## src/rtl/universal_shift_register.sv

```systemverilog
// Universal shift register: single-step ops on en, multi-cycle bursts via start/busy/done.
// Define USR_PARITY_EN to add a registered even-parity output tracking q.
module universal_shift_register #(
   parameter  int bit_size = 8,
   localparam int SW       = $clog2(bit_size) + 1
) (
   input  logic                clk,
   input  logic                rst,
   input  logic                en,
   input  logic                start,
   input  logic [2:0]          mode,
   input  logic [SW-1:0]       shamt,
   input  logic                sin_r,
   input  logic                sin_l,
   input  logic [bit_size-1:0] d,
   output logic [bit_size-1:0] q,
   output logic                sout,
   output logic                busy,
`ifdef USR_PARITY_EN
   output logic                parity,
`endif
   output logic                done
);

   localparam int W = bit_size;

   typedef enum logic {IDLE, BURST} state_t;

   state_t        state_reg, state_next;
   logic [SW-1:0] count_reg, count_next;
   logic [2:0]    mode_r_reg, mode_r_next;
   logic [W-1:0]  q_reg, q_next;
   logic          sout_reg, sout_next;
   logic          busy_reg, busy_next;
   logic          done_reg, done_next;
   logic          do_op;
   logic [2:0]    op;
   logic          mode_is_shift;

   assign mode_is_shift = (mode != 3'b000) && (mode < 3'b110);

   always_ff @(posedge clk or posedge rst) begin
      if (rst) begin
         state_reg  <= IDLE;
         count_reg  <= '0;
         mode_r_reg <= 3'b000;
         q_reg      <= '0;
         sout_reg   <= 1'b0;
         busy_reg   <= 1'b0;
         done_reg   <= 1'b0;
      end else begin
         state_reg  <= state_next;
         count_reg  <= count_next;
         mode_r_reg <= mode_r_next;
         q_reg      <= q_next;
         sout_reg   <= sout_next;
         busy_reg   <= busy_next;
         done_reg   <= done_next;
      end
   end

   always_comb begin
      state_next  = state_reg;
      count_next  = count_reg;
      mode_r_next = mode_r_reg;
      done_next   = 1'b0;
      do_op       = 1'b0;
      op          = mode;
      case (state_reg)
         IDLE: begin
            if (start) begin
               if (mode_is_shift && shamt != '0) begin
                  state_next  = BURST;
                  count_next  = shamt;
                  mode_r_next = mode;
               end else begin
                  // A shift mode only lands here with shamt=0, which is a no-op.
                  do_op     = !mode_is_shift;
                  done_next = 1'b1;
               end
            end else if (en) begin
               do_op = 1'b1;
            end
         end
         BURST: begin
            op         = mode_r_reg;
            do_op      = 1'b1;
            count_next = count_reg - SW'(1);
            if (count_reg == SW'(1)) begin
               state_next = IDLE;
               done_next  = 1'b1;
            end
         end
         default: state_next = IDLE;
      endcase
      busy_next = (state_next == BURST);

      q_next    = q_reg;
      sout_next = sout_reg;
      if (do_op) begin
         case (op)
            3'b001: begin q_next = {q_reg[W-2:0], sin_r};       sout_next = q_reg[W-1]; end
            3'b010: begin q_next = {sin_l, q_reg[W-1:1]};       sout_next = q_reg[0];   end
            3'b011: begin q_next = {q_reg[W-2:0], q_reg[W-1]};  sout_next = q_reg[W-1]; end
            3'b100: begin q_next = {q_reg[0], q_reg[W-1:1]};    sout_next = q_reg[0];   end
            3'b101: begin q_next = {q_reg[W-1], q_reg[W-1:1]};  sout_next = q_reg[0];   end
            3'b110: q_next = d;
            3'b111: q_next = '0;
            default: q_next = q_reg;
         endcase
      end
   end

`ifdef USR_PARITY_EN
   logic parity_reg;
   always_ff @(posedge clk or posedge rst) begin
      if (rst) parity_reg <= 1'b0;
      else     parity_reg <= ^q_next;
   end
   assign parity = parity_reg;
`endif

   assign q    = q_reg;
   assign sout = sout_reg;
   assign busy = busy_reg;
   assign done = done_reg;

endmodule

```

## config.mk

```make
export PLATFORM = sky130hd
export DESIGN_NAME = universal_shift_register
export DESIGN_NICKNAME = d
export VERILOG_FILES = /design/src/rtl/universal_shift_register.sv
export SDC_FILE = /design/constraint.sdc
export NUM_CORES = 1
export LEC_CHECK = 0
export ABC_AREA = 1
export BUFFER_PORTS_ARGS = -buffer_cell sky130_fd_sc_hd__buf_2
export CORE_ASPECT_RATIO = 0.6
export CORE_MARGIN = 5
export CORE_UTILIZATION = 40
export DETAILED_ROUTE_END_ITERATION = 16
export SLEW_MARGIN = 20
export SYNTH_ARGS = -nofsm -noshare
export SYNTH_HDL_FRONTEND = slang
export SYNTH_SLANG_ARGS = --single-unit
```

## constraint.sdc

```tcl
create_clock -name clk -period 2.61 [get_ports clk]
set_clock_uncertainty 0.05 [all_clocks]
set_input_delay 0.522 -clock clk [delete_from_list [all_inputs] [get_ports clk]]
set_output_delay 0.522 -clock clk [all_outputs]
set_load 0.005 [all_outputs]
```

==> reports/summary.txt, run 1 <==
Compound-Gate Fraction of Synth Area -> 8.32%
fraction of layout cells with a size suffix above 1 -> 25.6%
DP HPWL -> 2350 microns
CTS resizes -> 0
row cnt -> 16
clk buf depth -> 2
R2R Path End -> q[0]
worst reg2reg path startpoint -> busy
vias per std cell -> 4.88
syn_area_per_cell -> 7.27 sq um
largest net degree at the start of global routing -> 19
TritonRoute pass-1 iters -> 4
chip height -> 54.1 microns
Slowest-stage cell, CP -> dfrtp_1
CTS Hold Buffers Added -> 0
Synth Net Count -> 201
Largest register FFs -> 8
first-pass GRT wire length -> 5150 microns
largest family of logic cells by synthesized area -> simple AND/OR/NAND/NOR gates
Setup Crit Path Kind -> reg -> reg
cell taking the most area after synthesis -> dfrtp_1
yosys warns -> 0
Synth Area in Simple Gates -> 43.4%
most instantiated cells after synthesis -> 54 x nand2_1, 25 x nor2_1, 23 x nand3_1
RSZ-0062 raised after global routing -> false
Port Buf Inserts -> 31
Register-to-Register Path Depth -> 10
Worst Path Required -> 2.71 ns
Peak VDD IR -> 0.000482 V
Final Hold Viols -> 0
Avg WL per Cell -> 12.1 microns
Die Wd -> 83.4 microns
Final Cycle Share -> 68.0%
CTS Root Cell -> clkbuf_8
initial antenna violation count -> 0
global route overflow -> 0
io pins -> 32
Worst-Skew Late Latency -> 0.26 ns
post-CTS setup buffer count -> 0
largest cells by area after synthesis -> dfrtp_1 35%, nand2_1 16%, nand3_1 8.9%
Synth top area share -> 34.8%
Core ar. -> 0.00318 sq mm
r2r setup slk -> 0.84 ns
Final Wtd Congestion -> 0.822
cell chain of the critical path -> inv_8, nand2_1, nand2_2, inv_1, nand3_2, nand2_1, inv_2, nand2_1, nor2_1, nor2_1
final wirelength -> 3040 microns
Synth Area in Adders -> 1.93%
P&R area growth vs syn -> 14.4%
Nets -> 231
vias in the first global route -> 1143
Post-synth EDFFs -> 0
Seq/Total Area, Yosys -> 34.8%
synthesized flop and latch total -> 18
Slew Limit Fails -> 0
Crit path largest cell delay -> 0.54 ns
All-Layer GR Usage -> 14.3%
Antenna Cells -> 0
DRC Markers -> 0
crit path max fanout -> 16
status -> finished, final reports clean
top_reg_cell synth -> dfrtp_1
Worst Tran Pin Value -> 0.747 ns
P_leak -> 0.807 nW
Min-Delay Path Class -> in -> async
Pwr Density -> 1350 mW/mm^2
Synth Area in XOR/XNOR -> 0.677%
Num CTS Buffers -> 3
DIE AREA -> 0.00451 sq mm
clock sink count -> 18
clock slew at reported path FFs -> 0.07 ns
cell area after synthesis -> 0.00129 sq mm
relative slew slack -> 50.2%
CP Capture Type -> flop
Hold WS -> 0.330 ns
H-tree depth -> 1
CP Launch Type -> flop
FMAX -> 0.564 GHz
setup TNS -> 0 ns
via count -> 1229
Final setup viols -> 0
min Tclk post-route -> 1.77 ns
Max-Cap Viols -> 0
library cells used by synthesis -> 24
Initial Util -> 40.6%
Worst EP arrival -> 1.87 ns
Initial DRC Count -> 60
fill cell count -> 321
CTS tree -> done
FFs w/ async S/R, synth -> 100%
antenna-violating nets left -> 0
critical path's most frequent cell -> nand2_1
mux share of post-synthesis cell area -> 0%
most common cell in the netlist -> nand2_1
Syn Inst Count -> 178
## worst max-delay path, delay by kind of cell (launching register included)
kind                   cells  cell delay [ns]
buffers and inverters      3             0.51
flip-flops                 1             0.54
AND/OR/NAND/NOR            7             0.57
## power breakdown
part / total (mW) / internal (mW) / switching (mW)
sequential: 0.595 / 0.429 / 0.165
clock: 0.231 / 0.134 / 0.0966
combinational: 1.18 / 0.442 / 0.733
## worst max-delay path by stage
| stage | end | startpoint | depth (start not counted) |
|---|---|---|---|
| after global placement | count_reg[2] | mode[2] | 9 |
| final | q[0] | busy | 10 |
| after CTS | q[6] | busy | 7 |
| after floorplan | count_reg[2] | mode[2] | 8 |
| after detailed placement | count_reg[2] | mode[2] | 9 |
| after global routing | q[5] | busy | 9 |
## routing by layer
layer	track usage [%]	part of all wire, %	vias up
li1	-	-	634
met1	18.3	49	559
met2	23.8	44	31
met3	4.28	5.7	5
met4	4.28	0.56	0
met5	0	0	-
## metrics by stage
stage	cell area, sq um	power [mW]	utilization [%]	setup slack [ns]	cells
3_5_place_dp	1430	1.78	44.8	0.658	248
3_3_place_gp	1430	1.75	44.8	0.716	248
2_1_floorplan	1290	1.61	-	1.06	178
4_1_cts	1480	2.02	46.5	0.845	252
5_1_grt	1480	2.24	46.5	0.644	252
6_report	1480	2.00	46.5	0.836	252
## cell type report
class                   instances  area [sq um]  share of cell area [%]
well taps                      45          56.3                    3.80
multi-input cells             140           703                    47.5
clock buffers                   4          55.1                    3.72
flip-flops and latches         18           450                    30.4
inverters                      14          60.1                    4.06
repair buffers                 31           155                    10.5
## cell families after synthesis
| kind of cell | Yosys count |
|---|---|
| buffers and inverters | 20 |
| adders and majority gates | 2 |
| xor gates and xnor gates | 1 |
| and+or+nand+nor | 120 |
| AOI/OAI and AO/OA | 17 |
| DFF | 18 |
## cells in the final DEF (no fill, tap or decap)
cell type	instances
nand3_2	3
a22o_1	1
a21oi_1	2
inv_8	1
ha_1	2
nand3_1	23
a41oi_1	1
nand2_4	5
nor2_2	3
xor2_1	1
nand2_2	3
o21ai_4	1
nor3b_1	1
o21ai_2	1
buf_2	31
nand2_1	54
dfrtp_1	18
nand4_1	3
o21ai_0	11
clkbuf_8	4
inv_2	1
inv_1	12
nor2_1	25
No activity file was read; power rests on OpenSTA's default activity.
==> inputs of run 2 (changes only) <==
==> constraint.sdc (replaced) <==
create_clock -name clk -period 1.8 [get_ports clk]
set_clock_uncertainty 0.05 [all_clocks]
set_input_delay 0.36 -clock clk [delete_from_list [all_inputs] [get_ports clk]]
set_output_delay 0.36 -clock clk [all_outputs]
set_load 0.005 [all_outputs]
==> run 2 against run 1 <==
  * Combinational power is 52% higher
  * Sequential share of layout area is 0.32 points lower
  * Utilization is 0.63 points higher
  * Sequential cell count stayed put
  * Non-clock buffer count is 3 higher
  * Final cell count is 0.79% higher
  * Via count is 1.1% lower
  * Total power is 47% higher
==> reports/summary.txt, run 2 (synthesized netlist as in run 1, its figures left out) <==
row cnt -> 16 (unchanged)
Crit path largest cell delay -> 0.51 ns (was 0.54 ns)
r2r setup slk -> 0.14 ns (was 0.84 ns)
top cell family by delay on the critical path -> simple AND/OR/NAND/NOR gates (unchanged)
Antenna Cells -> 0 (unchanged)
DP HPWL -> 2350 microns (about the same)
Final setup viols -> 0 (unchanged)
commonest cells after routing, fill and taps aside -> 53 x nand2_1, 31 x buf_2, 25 x nor2_1 (was 54 x nand2_1, 31 x buf_2, 25 x nor2_1)
Avg WL per Cell -> 12.0 microns (was 12.1 microns)
FMAX -> 0.602 GHz (was 0.564 GHz)
Die Wd -> 83.4 microns (unchanged)
global route overflow -> 0 (unchanged)
via count -> 1215 (was 1229)
initial antenna violation count -> 0 (unchanged)
clk buf depth -> 2 (unchanged)
fill cell count -> 340 (was 321)
CTS Root Cell -> clkbuf_8 (unchanged)
chip height -> 54.1 microns (unchanged)
Final Hold Viols -> 0 (unchanged)
largest net degree at the start of global routing -> 19 (unchanged)
Setup Crit Path Kind -> reg -> reg (unchanged)
clock sink count -> 18 (unchanged)
relative slew slack -> 75.3% (was 50.2%)
Hold WS -> 0.0521 ns (was 0.330 ns)
H-tree depth -> 1 (unchanged)
first-pass GRT wire length -> 5000 microns (was 5150 microns)
min Tclk post-route -> 1.66 ns (was 1.77 ns)
post-CTS setup buffer count -> 0 (unchanged)
DIE AREA -> 0.00451 sq mm (unchanged)
Pwr Density -> 1960 mW/mm^2 (was 1350 mW/mm^2)
P&R area growth vs syn -> 16.0% (was 14.4%)
io pins -> 32 (unchanged)
Worst path depth -> 10 (unchanged)
Largest register FFs -> 8 (unchanged)
Initial DRC Count -> 41 (was 60)
Max-Cap Viols -> 0 (unchanged)
CP Capture Type -> flop (unchanged)
DRC Markers -> 0 (unchanged)
setup TNS -> 0 ns (unchanged)
All-Layer GR Usage -> 13.9% (was 14.3%)
final wirelength -> 3060 microns (was 3040 microns)
Crit path buffers/inverters -> 3 (unchanged)
Peak VDD IR -> 0.000575 V (was 0.000482 V)
antenna-violating nets left -> 0 (unchanged)
Min-Delay Path Class -> in -> async (unchanged)
Num CTS Buffers -> 3 (unchanged)
worst reg2reg path startpoint -> busy (unchanged)
crit path max fanout -> 16 (unchanged)
critical path's most frequent cell -> nand2_1 (unchanged)
clock slew at reported path FFs -> 0.07 ns (about the same)
Register-to-Register Path Depth -> 10 (unchanged)
CP Capture Point -> q[0] (unchanged)
Worst EP arrival -> 1.76 ns (was 1.87 ns)
Core ar. -> 0.00318 sq mm (unchanged)
RSZ-0062 raised after global routing -> false (unchanged)
Worst-Skew Late Latency -> 0.26 ns (about the same)
CP Launch Type -> flop (unchanged)
P_leak -> 0.815 nW (was 0.807 nW)
vias in the first global route -> 1058 (was 1143)
status -> finished, final reports clean (unchanged)
R2R Path End -> q[0] (unchanged)
fraction of layout cells with a size suffix above 1 -> 27.3% (was 25.6%)
Port Buf Inserts -> 31 (unchanged)
Slew Limit Fails -> 0 (unchanged)
Slowest-stage cell, CP -> dfrtp_2 (was dfrtp_1)
Worst Tran Pin Value -> 0.366 ns (was 0.747 ns)
commonest non-fill, non-tap cell in the layout -> nand2_1 (unchanged)
Final Wtd Congestion -> 0.843 (was 0.822)
crit path from -> busy (unchanged)
Initial Util -> 40.6% (unchanged)
Worst Path Required -> 1.90 ns (was 2.71 ns)
vias per std cell -> 4.78 (was 4.88)
CTS tree -> done (unchanged)
Nets -> 234 (was 231)
cell chain of the critical path -> inv_8, nand2_1, nand2_2, inv_1, nand3_2, nand2_1, inv_4, nand2_1, nor2_1, nor2_1 (was inv_8, nand2_1, nand2_2, inv_1, nand3_2, nand2_1, inv_2, nand2_1, nor2_1, nor2_1)
TritonRoute pass-1 iters -> 4 (unchanged)
Final Cycle Share -> 92.3% (was 68.0%)
-- run 2: cell types whose count changed in the layout (fill, tap and decap cells not counted), sizes merged --
| cell | previous run | this run |
|---|---|---|
| buf | 31 | 34 |
| clkbuf | 4 | 3 |
-- run 2: area by class of cell --
type	instances	area, sq um	area share [%]
Sequential cell	18	452	30.1
Clock buffer	3	41.3	2.75
Multi-Input combinational cell	140	711	47.4
Timing Repair Buffer	34	178	11.8
Tap cell	45	56.3	3.75
Inverter	14	62.6	4.17
-- run 2: worst min path at each step --
stage / depth (start not counted) / endpoint / slack [ns] / from
5_1_grt: 3 / count_reg[3] / 0.07 / rst
4_1_cts: 3 / count_reg[2] / 0.06 / rst
3_3_place_gp: 3 / sout / 0.34 / rst
2_1_floorplan: 1 / busy / 0.25 / rst
6_report: 3 / count_reg[3] / 0.05 / rst
3_5_place_dp: 3 / sout / 0.35 / rst
-- run 2: per-stage QoR --
stage | area (sq um) | total power [mW] | cells | worst slack [ns] | utilization [%]
2_1_floorplan | 1290 | 2.34 | 178 | 0.301 | -
3_3_place_gp | 1450 | 2.59 | 251 | 0.0218 | 45.5
3_5_place_dp | 1450 | 2.63 | 251 | 0.000266 | 45.5
4_1_cts | 1490 | 2.94 | 254 | 0.0926 | 46.9
5_1_grt | 1500 | 3.28 | 254 | 0.00187 | 47.1
6_report | 1500 | 2.94 | 254 | 0.139 | 47.1
-- run 2: what timing repair did --
action	4_1_cts	5_1_grt
gates resized for setup	2	2
hold buffers	0	0
endpoints found under the setup margin	3	7
-- run 2: power breakdown --
| group | total (mW) | switching, mW | internal [mW] |
|---|---|---|---|
| clock | 0.291 | 0.142 | 0.149 |
| sequential | 0.864 | 0.238 | 0.625 |
| combinational | 1.79 | 1.09 | 0.691 |
-- run 2: layer usage --
layer  GRT usage [%]  vias to the layer above  part of all wire, %
li1                -                      646                    -
met1            19.8                      547                   52
met2            21.7                       20                   44
met3            3.82                        2                  4.2
met4            1.60                        0                 0.43
met5               0                        -                    0
-- run 2: worst register-to-register path, stage by stage (launching register included) --
cell	delay, ns
dfrtp_2	0.51
inv_8	0.14
nand2_1	0.07
nand2_2	0.14
inv_1	0.09
nand3_2	0.07
nand2_1	0.09
inv_4	0.16
nand2_1	0.07
nor2_1	0.11
nor2_1	0.05
